## src/rtl/clock_pkg.sv

```systemverilog
// Shared constants for the clock display path.
// Digit slot indices and 7-segment patterns.
package clock_pkg;

  localparam logic [2:0] H10 = 3'd0;
  localparam logic [2:0] H1  = 3'd1;
  localparam logic [2:0] M10 = 3'd2;
  localparam logic [2:0] M1  = 3'd3;
  localparam logic [2:0] S10 = 3'd4;
  localparam logic [2:0] S1  = 3'd5;

  localparam logic [2:0] SLOT_LAST = S1;

  // Active-high {g,f,e,d,c,b,a}
  localparam logic [6:0] SEG_0    = 7'h3F;
  localparam logic [6:0] SEG_1    = 7'h06;
  localparam logic [6:0] SEG_2    = 7'h5B;
  localparam logic [6:0] SEG_3    = 7'h4F;
  localparam logic [6:0] SEG_4    = 7'h66;
  localparam logic [6:0] SEG_5    = 7'h6D;
  localparam logic [6:0] SEG_6    = 7'h7D;
  localparam logic [6:0] SEG_7    = 7'h07;
  localparam logic [6:0] SEG_8    = 7'h7F;
  localparam logic [6:0] SEG_9    = 7'h6F;
  localparam logic [6:0] SEG_DASH = 7'h40;
  localparam logic [6:0] SEG_OFF  = 7'h00;

endpackage

```

## src/rtl/seg7_decode.sv

```systemverilog
// BCD digit to active-high 7-segment pattern.
// Non-decimal codes show a dash as an error marker.
module seg7_decode
  import clock_pkg::*;
(
  input  logic [3:0] digit,
  output logic [6:0] seg
);

  // Pure lookup, no state
  always_comb begin
    seg = SEG_DASH;
    case (digit)
      4'd0:    seg = SEG_0;
      4'd1:    seg = SEG_1;
      4'd2:    seg = SEG_2;
      4'd3:    seg = SEG_3;
      4'd4:    seg = SEG_4;
      4'd5:    seg = SEG_5;
      4'd6:    seg = SEG_6;
      4'd7:    seg = SEG_7;
      4'd8:    seg = SEG_8;
      4'd9:    seg = SEG_9;
      default: seg = SEG_DASH;
    endcase
  end

endmodule

```

## src/rtl/clock_time_display.sv

```systemverilog
// Six-digit multiplexed 7-segment time display.
// Coherent snapshot per scan, colon and edit blink.
module clock_time_display
  import clock_pkg::*;
#(
  parameter int REFRESH_DIV    = 50000,
  parameter int BLINK_DIV      = 25000000,
  parameter bit SEG_ACTIVE_LOW = 1'b1
) (
  input  logic       CLKk,
  input  logic       RST_n,
  input  logic [3:0] h10,
  input  logic [3:0] h1,
  input  logic [3:0] m10,
  input  logic [3:0] m1,
  input  logic [3:0] s10,
  input  logic [3:0] s1,
  input  logic       set_time_enable,
  input  logic [3:0] edit_digit,
  output logic [5:0] an,
  output logic [6:0] seg,
  output logic       dp
);

  localparam int PW = (REFRESH_DIV > 2) ? $clog2(REFRESH_DIV) : 1;
  localparam int BW = (BLINK_DIV > 2) ? $clog2(BLINK_DIV) : 1;
  localparam logic [PW-1:0] P_LAST = PW'(REFRESH_DIV - 1);
  localparam logic [BW-1:0] B_LAST = BW'(BLINK_DIV - 1);

  logic [PW-1:0] presc;
  logic          tick;
  logic          tick_q;
  logic [2:0]    slot;
  logic [3:0]    snap [6];
  logic [BW-1:0] bcnt;
  logic          phase;
  logic          en_q;
  logic          en_rise;
  logic [3:0]    cur_digit;
  logic [6:0]    cur_seg;
  logic          blank;
  logic [5:0]    an_r;
  logic [6:0]    seg_r;
  logic          dp_r;

  assign tick    = (presc == P_LAST);
  assign en_rise = set_time_enable & ~en_q;

  // Scan-slot prescaler
  always_ff @(posedge CLKk or negedge RST_n) begin
    if (!RST_n) presc <= '0;
    else if (tick) presc <= '0;
    else presc <= presc + 1'b1;
  end

  // Slot advance; tick_q marks the output update cycle
  always_ff @(posedge CLKk or negedge RST_n) begin
    if (!RST_n) begin
      slot   <= SLOT_LAST;
      tick_q <= 1'b0;
    end else begin
      tick_q <= tick;
      if (tick) slot <= (slot == SLOT_LAST) ? H10 : slot + 3'd1;
    end
  end

  // Latch a whole time at the start of each scan so digits never tear
  always_ff @(posedge CLKk or negedge RST_n) begin
    if (!RST_n) begin
      for (int i = 0; i < 6; i++) snap[i] <= '0;
    end else if (tick && slot == SLOT_LAST) begin
      snap[H10] <= h10;
      snap[H1]  <= h1;
      snap[M10] <= m10;
      snap[M1]  <= m1;
      snap[S10] <= s10;
      snap[S1]  <= s1;
    end
  end

  // Blink phase; entering edit restarts it visible
  always_ff @(posedge CLKk or negedge RST_n) begin
    if (!RST_n) begin
      bcnt  <= '0;
      phase <= 1'b1;
      en_q  <= 1'b0;
    end else begin
      en_q <= set_time_enable;
      if (en_rise) begin
        bcnt  <= '0;
        phase <= 1'b1;
      end else if (bcnt == B_LAST) begin
        bcnt  <= '0;
        phase <= ~phase;
      end else begin
        bcnt <= bcnt + 1'b1;
      end
    end
  end

  // Select the snapshot digit for the current slot
  always_comb begin
    cur_digit = snap[H10];
    unique case (slot)
      H10:     cur_digit = snap[H10];
      H1:      cur_digit = snap[H1];
      M10:     cur_digit = snap[M10];
      M1:      cur_digit = snap[M1];
      S10:     cur_digit = snap[S10];
      S1:      cur_digit = snap[S1];
      default: cur_digit = snap[H10];
    endcase
  end

  seg7_decode u_dec (
    .digit (cur_digit),
    .seg   (cur_seg)
  );

  assign blank = set_time_enable & ~phase &
                 ({1'b0, slot} == edit_digit);

  // Output registers, refreshed one cycle after each tick
  always_ff @(posedge CLKk or negedge RST_n) begin
    if (!RST_n) begin
      an_r  <= '0;
      seg_r <= SEG_OFF;
      dp_r  <= 1'b0;
    end else if (tick_q) begin
      an_r  <= blank ? 6'b0 : (6'b000001 << slot);
      seg_r <= blank ? SEG_OFF : cur_seg;
      dp_r  <= (slot == H1 || slot == M1) &
               (set_time_enable | phase);
    end
  end

  assign an  = SEG_ACTIVE_LOW ? ~an_r  : an_r;
  assign seg = SEG_ACTIVE_LOW ? ~seg_r : seg_r;
  assign dp  = SEG_ACTIVE_LOW ? ~dp_r  : dp_r;

endmodule

```

## config.mk

```make
export PLATFORM = sky130hd
export DESIGN_NAME = clock_time_display
export DESIGN_NICKNAME = d
export VERILOG_FILES = /design/src/rtl/clock_pkg.sv /design/src/rtl/seg7_decode.sv /design/src/rtl/clock_time_display.sv
export SDC_FILE = /design/constraint.sdc
export NUM_CORES = 1
export LEC_CHECK = 0
export ABC_AREA = 1
export CAP_MARGIN = 10
export CORE_UTILIZATION = 40
export DETAILED_ROUTE_END_ITERATION = 10
export RECOVER_POWER = 50
export SLEW_MARGIN = 20
export SYNTH_ARGS = -nofsm -noshare
export SYNTH_HDL_FRONTEND = slang
export SYNTH_SLANG_ARGS = --single-unit
```

## constraint.sdc

```tcl
create_clock -name CLKk -period 3.2 [get_ports CLKk]
set_clock_uncertainty 0.2 [all_clocks]
set_input_delay 0.64 -clock CLKk [delete_from_list [all_inputs] [get_ports CLKk]]
set_output_delay 0.64 -clock CLKk [all_outputs]
set_load 0.01 [all_outputs]
```

==> results of run 1 <==
[flip-flops by register name, indices dropped and copies added, names as in the netlist]
register,cells
snap,24
an_r,6
bcnt,25
seg_r,7
slot,3
phase,1
presc,16
dp_r,1
tick_q,1
en_q,1
[cells by family (layout without fill, tap and decap cells)]
logic type	count (synthesis)	after routing	share of synthesized area, %
buf+inv	101	150	9.01
simple gates	315	315	31.3
fa+ha+maj	7	7	1.94
compound gates	52	52	6.48
flops	85	85	47.2
xor+xnor	21	21	4.07
[metal layers]
layer / vias to the layer above / share of wire, % / GRT usage [%]
met1: 1752 / 51 / 26.7
met3: 11 / 3.4 / 2.71
met5: - / 0 / 0
met4: 0 / 1.8 / 7.24
met2: 69 / 43 / 26.8
li1: 1964 / - / -
[placed cells by master (no fill, tap or decap), types with 2 or more instances in the layout]
cell             instances
nand2_1                131
nor3_1                  30
o21ai_0                 21
nor2_1                  70
clkdlybuf4s50_1         42
nor4_1                   5
a21oi_1                  8
xnor2_1                  6
inv_6                    3
a31oi_1                  4
clkbuf_16                9
ha_1                     7
nand3_1                 43
o21ai_1                  9
dfrtp_1                 82
inv_2                    5
o22ai_1                  2
nand2_2                  2
inv_1                   81
clkinv_4                 2
o32ai_1                  2
nor2_2                   4
xor2_1                  15
dfstp_2                  3
nor3b_1                  4
buf_4                    3
nand4_1                 20
[worst max-delay path by stage]
stage	from	end	slack (ps)	depth (start not counted)
CTS	slot[2]$_DFFE_PN1P_	seg_r[3]$_DFFE_PN0P_	620	14
floorplan	slot[0]$_DFFE_PN1P_	seg_r[0]$_DFFE_PN0P_	870	15
finish	slot[2]$_DFFE_PN1P_	seg_r[3]$_DFFE_PN0P_	590	14
global placement	slot[2]$_DFFE_PN1P_	seg_r[4]$_DFFE_PN0P_	730	12
detailed placement	slot[2]$_DFFE_PN1P_	seg_r[3]$_DFFE_PN0P_	630	14
global route	RST_n	bcnt[8]$_DFF_PN0_	300	2
[through the flow]
stage	hold WS [ps]	util (%)	instances	instance area [µm²]	setup WS, ps
after floorplan	144	-	581	4520	870
after global placement	268	46.5	754	5090	728
after detailed placement	270	46.5	754	5090	630
after CTS	158	49.3	770	5390	616
after global routing	304	49.1	770	5370	305
final	280	49.1	770	5370	595
[area by class of cell]
class	count	area share [%]
Clock buffer	9	4.20
Clock inverter	7	1.52
Inverter	86	6.02
Multi-Input combinational cell	395	36.6
Sequential cell	85	39.7
Tap cell	140	3.26
Timing Repair Buffer	48	8.67
[critical path, stage by stage (launching register included)]
cell and delay [ps]:
dfstp_2 680, inv_2 100, ha_1 300, nand2_1 100, inv_1 40, nor2_1 100
nand3_1 80, nor2_1 230, inv_1 100, ha_1 210, inv_1 50, nand4_1 110
nand3_1 120, nand3_1 70, nand2_1 60
[power groups by stage]
stage / logic, mW / clock network [mW] / registers (mW)
2_1_floorplan: 0.0431 / 0 / 1.13
3_3_place_gp: 0.115 / 0 / 1.14
3_5_place_dp: 0.116 / 0 / 1.14
4_1_cts: 0.116 / 1.09 / 1.12
5_1_grt: 0.127 / 1.13 / 1.12
6_report: 0.110 / 1.07 / 1.12
==> impl_summary.log, run 1 <==
[metrics] run status: complete, but fails checks
[metrics] Cell Int Power: 1.77 mW
[metrics] post-route total power: 2.30 mW
[metrics] largest cells by area after synthesis: dfrtp_1, nand2_1, inv_1, nor2_1, nand3_1
[metrics] die outline height: approximately 110 µm
[metrics] clock latency of the later-clocked register in the worst-skew pair: 330 ps
[metrics] I/O pins: 45
[metrics] Die ar.: 11700 µm²
[metrics] Routed Antenna Nets: 0
[metrics] Yosys top cell by area: dfrtp_1
[metrics] clock tree root buffer cell: clkbuf_16
[metrics] H-Tree Depth: 3
[metrics] Post-CTS Setup Repair Bufs: 0
[metrics] Comb power frac: ~4.8%
[metrics] antenna violations before repair: 0
[metrics] number of nets in the layout: 663
[metrics] area share of the largest cell type after synthesis: 45.4%
[metrics] Total Negative Setup Slacks: 0 ps
[metrics] Setup Viol. Count Final: 0
[metrics] Std-Cell Rows: 38
[metrics] GR Util All Layers: 18.2%
[metrics] sequential cell area: about 2100 µm²
[metrics] number of library cell types mapped by synthesis: 39
[metrics] Primary FF master, synth: dfrtp_1
[metrics] power density over the cells: about 430 nW/µm²
[metrics] launch point of the worst reg-to-reg path: slot[2]$_DFFE_PN1P_
[metrics] WHS Endpoint: seg_r[4]$_DFFE_PN0P_
[metrics] clock period minus final worst setup slack: about 2600 ps
[metrics] Leakage: between 2 and 2.5 nW
[metrics] via-per-instance ratio: 4.93
[metrics] proportion of layout cells with a drive suffix above 1: between 6 and 7%
[metrics] Critical R2R Capture: seg_r[3]$_DFFE_PN0P_
[metrics] number of nets produced by synthesis: a little over 600
[metrics] sequential group share of total power: between 40% and 50%
[metrics] post-DP HPWL: about 7300 µm
[metrics] Crit path arrival time: ~2700 ps
[metrics] via count: between 3000 and 4000
[metrics] number of violations of the max-capacitance limit: 1
[metrics] CTS buffer count: 9
[metrics] pin slew with the least headroom to its limit: 2060 ps
[metrics] clock-pin transition on the worst setup and hold timing paths: roughly 60 ps
[metrics] unrepaired setup endpoints after global routing: false
[metrics] area growth from synthesis to layout: 18.8%
[metrics] Chip Width: about 110 µm
[metrics] buffers from clock root to sink, at most: 2
[metrics] standard cell core area: about 11000 µm²
[metrics] Post-Syn Instances: just under 600
[metrics] required time at the endpoint of the critical path: approximately 3300 ps
[metrics] Final Max Slew Viols: between 80 and 90
[metrics] Overflow after GRT: 0
[metrics] wire length per cell after detailed routing: between 10 and 15 µm
[metrics] antenna fix cells: 0
[metrics] initial detailed-routing violation count: ~190
[metrics] DRC errors left: 0
[metrics] maximum clock rate: between 300 and 400 MHz
[metrics] Hold Crit Start: seg_r[4]$_DFFE_PN0P_
[metrics] CTS tree: yes
[metrics] Post-synth EDFFs: 0
[metrics] flip-flop and latch count after synthesis: 85
[metrics] cell types with the highest counts after synthesis: nand2_1, dfrtp_1, inv_1
[metrics] first-pass GRT wire length: approximately 17000 µm
[metrics] Post-synth ARST share: between 90% and 100%
[metrics] violations in the final reports: capacitance limit, slew limit
[metrics] fraction of power spent switching nets: 23.1%
[metrics] Max-slew headroom: -37.6%
[metrics] WHS Path Cells: 2
[metrics] cell with the most instances after synthesis: nand2_1
[metrics] final cycle utilization of the critical path: between 80% and 90%
[metrics] DRT Pass-1 Iters: 4
[metrics] post-cts repair resize count: 0
[metrics] kind of end point of the critical path: flop
[metrics] kind of launch point of the worst setup path: flop
[metrics] part of the total power dissipated in the clock network: around 47%
[metrics] number of port buffers: between 40 and 50
[metrics] P_sw: between 0.5 and 0.6 mW
[metrics] final RePlAce weighted congestion: between 0.8 and 0.9
[metrics] Filler cells: 1078
[metrics] Setup CP Type: flop to flop
[metrics] worst supply voltage drop on vdd: approximately 0.00035 V
[metrics] Yosys warning count: 0
[metrics] clk sink count: 85
[metrics] portion of the post-synthesis area used by sequential elements: 47.2%
[metrics] Mapped Area: roughly 4500 µm²
[metrics] R2R cell count: 14
[metrics] type of the worst min-delay path: flop to flop
[metrics] number of hold-repair buffers added at the cts stage: 0
[metrics] largest net degree at the start of global routing: between 80 and 90
[metrics] synthesized area per cell: approximately 7.8 µm²
[metrics] R2R Setup Slk: between 500 and 600 ps
[metrics] Starting Density: around 41%
[metrics] critical-path maximum fanout: 12
[metrics] DRT Wirelength: 9830 µm
[metrics] final hold vios: 0
[metrics] number of global-route vias before repair: about 3600
[metrics] Multi-input gate area: 1970 µm²
(Power assumes the default switching activity.)
==> run 2, diff against run 1 <==
==> constraint.sdc (replaced) <==
create_clock -name CLKk -period 2.58 [get_ports CLKk]
set_clock_uncertainty 0.2 [all_clocks]
set_input_delay 0.516 -clock CLKk [delete_from_list [all_inputs] [get_ports CLKk]]
set_output_delay 0.516 -clock CLKk [all_outputs]
set_load 0.01 [all_outputs]
==> run 2 against run 1 <==
Compared with the run above: the run still ends with capacitance limit, slew limit left; sequential share of layout area decreased by 0.50 points; utilization rose by 0.63 points; sequential power rose by 24%; setup slack got worse by 370 ps; non-clock buffer count grew 6; count of clock-buffer cells in the layout unchanged; via count increased by 2.8%; flip-flop and latch count did not move; first-iteration DRC count rose by 3.8%; power grew 23%; fmax rose by 11%; critical path type unchanged.
==> impl_summary.log, run 2 (synthesis gave the netlist of run 1 again) <==
[metrics] run status: complete, but fails checks (unchanged)
[metrics] violations in the final reports: capacitance limit, slew limit (unchanged)
[metrics] top library cells by usage in the layout, fill and taps aside: nand2_1, dfrtp_1, inv_1 (unchanged)
[metrics] Post-Route Hold Slack: 280 ps (about the same)
[metrics] initial detailed-routing violation count: 193 (was 186)
[metrics] worst supply voltage drop on vdd: 0.000265 V (was 0.000351 V)
[metrics] leading cell type in the layout, fill and taps excluded: nand2_1 (unchanged)
[metrics] Std-Cell Rows: 38 (unchanged)
[metrics] CTS buffer count: 9 (unchanged)
[metrics] clock-pin transition on the worst setup and hold timing paths: 60 ps (about the same)
[metrics] final hold vios: 0 (unchanged)
[metrics] first-pass GRT wire length: 17800 µm (was 16800 µm)
[metrics] launch point of the worst reg-to-reg path: slot[2]$_DFFE_PN1P_ (unchanged)
[metrics] final worst slack: 224 ps (was 595 ps)
[metrics] number of global-route vias before repair: 3749 (was 3595)
[metrics] timing endpoint of the critical path: seg_r[3]$_DFFE_PN0P_ (unchanged)
[metrics] max FFs per register: 25 (unchanged)
[metrics] Starting Density: 41.3% (unchanged)
[metrics] clock tree root buffer cell: clkbuf_16 (unchanged)
[metrics] I/O pins: 45 (unchanged)
[metrics] via-per-instance ratio: 5.03 (was 4.93)
[metrics] Crit path arrival time: 2440 ps (was 2680 ps)
[metrics] Leakage: 2.47 nW (was 2.44 nW)
[metrics] post-route total power: 2.83 mW (was 2.30 mW)
[metrics] area of all placed cells without fillers: 5440 µm² (was 5370 µm²)
[metrics] number of hold-repair buffers added at the cts stage: 0 (unchanged)
[metrics] Total Negative Setup Slacks: 0 ps (unchanged)
[metrics] Overflow after GRT: 0 (unchanged)
[metrics] proportion of layout cells with a drive suffix above 1: 8.02% (was 6.51%)
[metrics] wire length on met3: 413 µm (was 334 µm)
[metrics] Setup Slack @ Placement: 158 ps (was 630 ps)
[metrics] largest net degree at the start of global routing: 86 (unchanged)
[metrics] pin slew with the least headroom to its limit: 1890 ps (was 2060 ps)
[metrics] start point of the critical path: slot[2]$_DFFE_PN1P_ (unchanged)
[metrics] Routed Antenna Nets: 0 (unchanged)
[metrics] detailed-route wire length on metal 1: 5200 µm (was 5050 µm)
[metrics] clock period minus final worst setup slack: 2360 ps (was 2610 ps)
[metrics] H-Tree Depth: 3 (unchanged)
[metrics] via count: 3903 (was 3796)
[metrics] required time at the endpoint of the critical path: 2660 ps (was 3270 ps)
[metrics] unrepaired setup endpoints after global routing: false (unchanged)
[metrics] Max-slew headroom: -26.1% (was -37.6%)
[metrics] critical-path maximum fanout: 11 (was 12)
[metrics] final RePlAce weighted congestion: 0.884 (was 0.810)
[metrics] area growth from synthesis to layout: 20.4% (was 18.8%)
[metrics] maximum clock rate: 425 MHz (was 384 MHz)
[metrics] antenna fix cells: 0 (unchanged)
[metrics] Chip Width: 108 µm (unchanged)
[metrics] GR Util All Layers: 19.6% (was 18.2%)
[metrics] buffers from clock root to sink, at most: 2 (unchanged)
[metrics] R2R cell count: 14 (unchanged)
[metrics] max layer used: met4 (unchanged)
[metrics] type of the worst min-delay path: flop to flop (unchanged)
[metrics] register name with the most flops: bcnt (unchanged)
[metrics] R2R Setup Slk: 220 ps (was 590 ps)
[metrics] Final Max Slew Viols: 86 (unchanged)
[metrics] clock latency of the later-clocked register in the worst-skew pair: 350 ps (was 330 ps)
[metrics] clk sink count: 85 (unchanged)
[metrics] kind of launch point of the worst setup path: flop (unchanged)
[metrics] Die ar.: 11700 µm² (unchanged)
[metrics] routed wl met2: 4660 µm (was 4270 µm)
[metrics] Setup Viol. Count Final: 0 (unchanged)
[metrics] final cycle utilization of the critical path: 91.3% (was 81.4%)
[metrics] DRT Wirelength: 10400 µm (was 9830 µm)
[metrics] number of violations of the max-capacitance limit: 1 (unchanged)
[metrics] Setup CP Type: flop to flop (unchanged)
[metrics] number of nets in the layout: 669 (was 663)
[metrics] DRT Pass-1 Iters: 4 (unchanged)
[metrics] standard cell core area: 10900 µm² (unchanged)
[metrics] Area after DPL: 5140 µm² (was 5090 µm²)
[metrics] Critical R2R Capture: seg_r[3]$_DFFE_PN0P_ (unchanged)
[metrics] antenna violations before repair: 0 (unchanged)
[metrics] CTS tree: yes (unchanged)
[metrics] kind of end point of the critical path: flop (unchanged)
[metrics] DRC errors left: 0 (unchanged)
[metrics] largest registers: bcnt (25), snap (24), presc (16) (unchanged)
[metrics] post-DP HPWL: 7650 µm (was 7270 µm)
[metrics] die outline height: 108 µm (unchanged)
[metrics] Post-CTS Setup Repair Bufs: 0 (unchanged)
[metrics] power density over the cells: 521 nW/µm² (was 429 nW/µm²)
[metrics] number of port buffers: 44 (unchanged)
[metrics] wire length per cell after detailed routing: 13.4 µm (was 12.8 µm)
[metrics] post-cts repair resize count: 0 (unchanged)
[run 2: changes by cell type in the layout (fill, tap and decap cells not counted), sizes merged]
cell,before,now
clkinv,2,5
clkinvlp,1,0
inv,89,87
buf,3,10
clkbuf,11,10
[run 2: how the worst min path moves through the flow]
stage | from | to | slack, ps | depth (start not counted)
after floorplan | RST_n | an_r[0]$_DFFE_PN0P_ | 20 | 0
after global placement | seg_r[3]$_DFFE_PN0P_ | seg_r[3]$_DFFE_PN0P_ | 270 | 2
after detailed placement | seg_r[1]$_DFFE_PN0P_ | seg_r[1]$_DFFE_PN0P_ | 270 | 2
after CTS | RST_n | presc[9]$_DFF_PN0_ | 30 | 2
after global routing | seg_r[0]$_DFFE_PN0P_ | seg_r[0]$_DFFE_PN0P_ | 300 | 2
final | seg_r[1]$_DFFE_PN0P_ | seg_r[1]$_DFFE_PN0P_ | 280 | 2
[run 2: area by class of cell]
class                   count  area, µm²
flip-flops and latches     85       2130
clock buffers               9        225
clock inverters             7       75.1
inverters                  86        323
well taps                 140        175
multi-input cells         395       1980
repair buffers             54        523
fillers                  1130       5500
[run 2: worst max-delay path, cell delays in order, from the launching register on]
cell and delay, ps:
dfstp_2 540, buf_4 180, nor2_2 70, nand2_2 130
inv_1 100, nand2_1 60, nand3_1 110, nor2_2 190
inv_1 90, ha_1 210, inv_1 50, nand4_1 110
nand3_1 110, nand3_1 70, nand2_1 70
[run 2: power breakdown]
part	leakage (nW)	switching [mW]	total [mW]	internal [mW]
combinational	1.37	0.0692	0.137	0.0681
clock	0.150	0.551	1.31	0.755
sequential	0.957	0.0277	1.39	1.36
[run 2: layer usage]
metal  vias up  track usage [%]
met1      1843             27.7
met5         -                0
met4         0             8.20
met2        77             30.1
li1       1969                -
met3        14             2.77
[run 2: stage by stage]
stage | cells | utilization, %
floorplan | 581 | -
global placement | 760 | 47.0
detailed placement | 760 | 47.0
CTS | 776 | 49.8
global route | 776 | 49.7
finish | 776 | 49.7
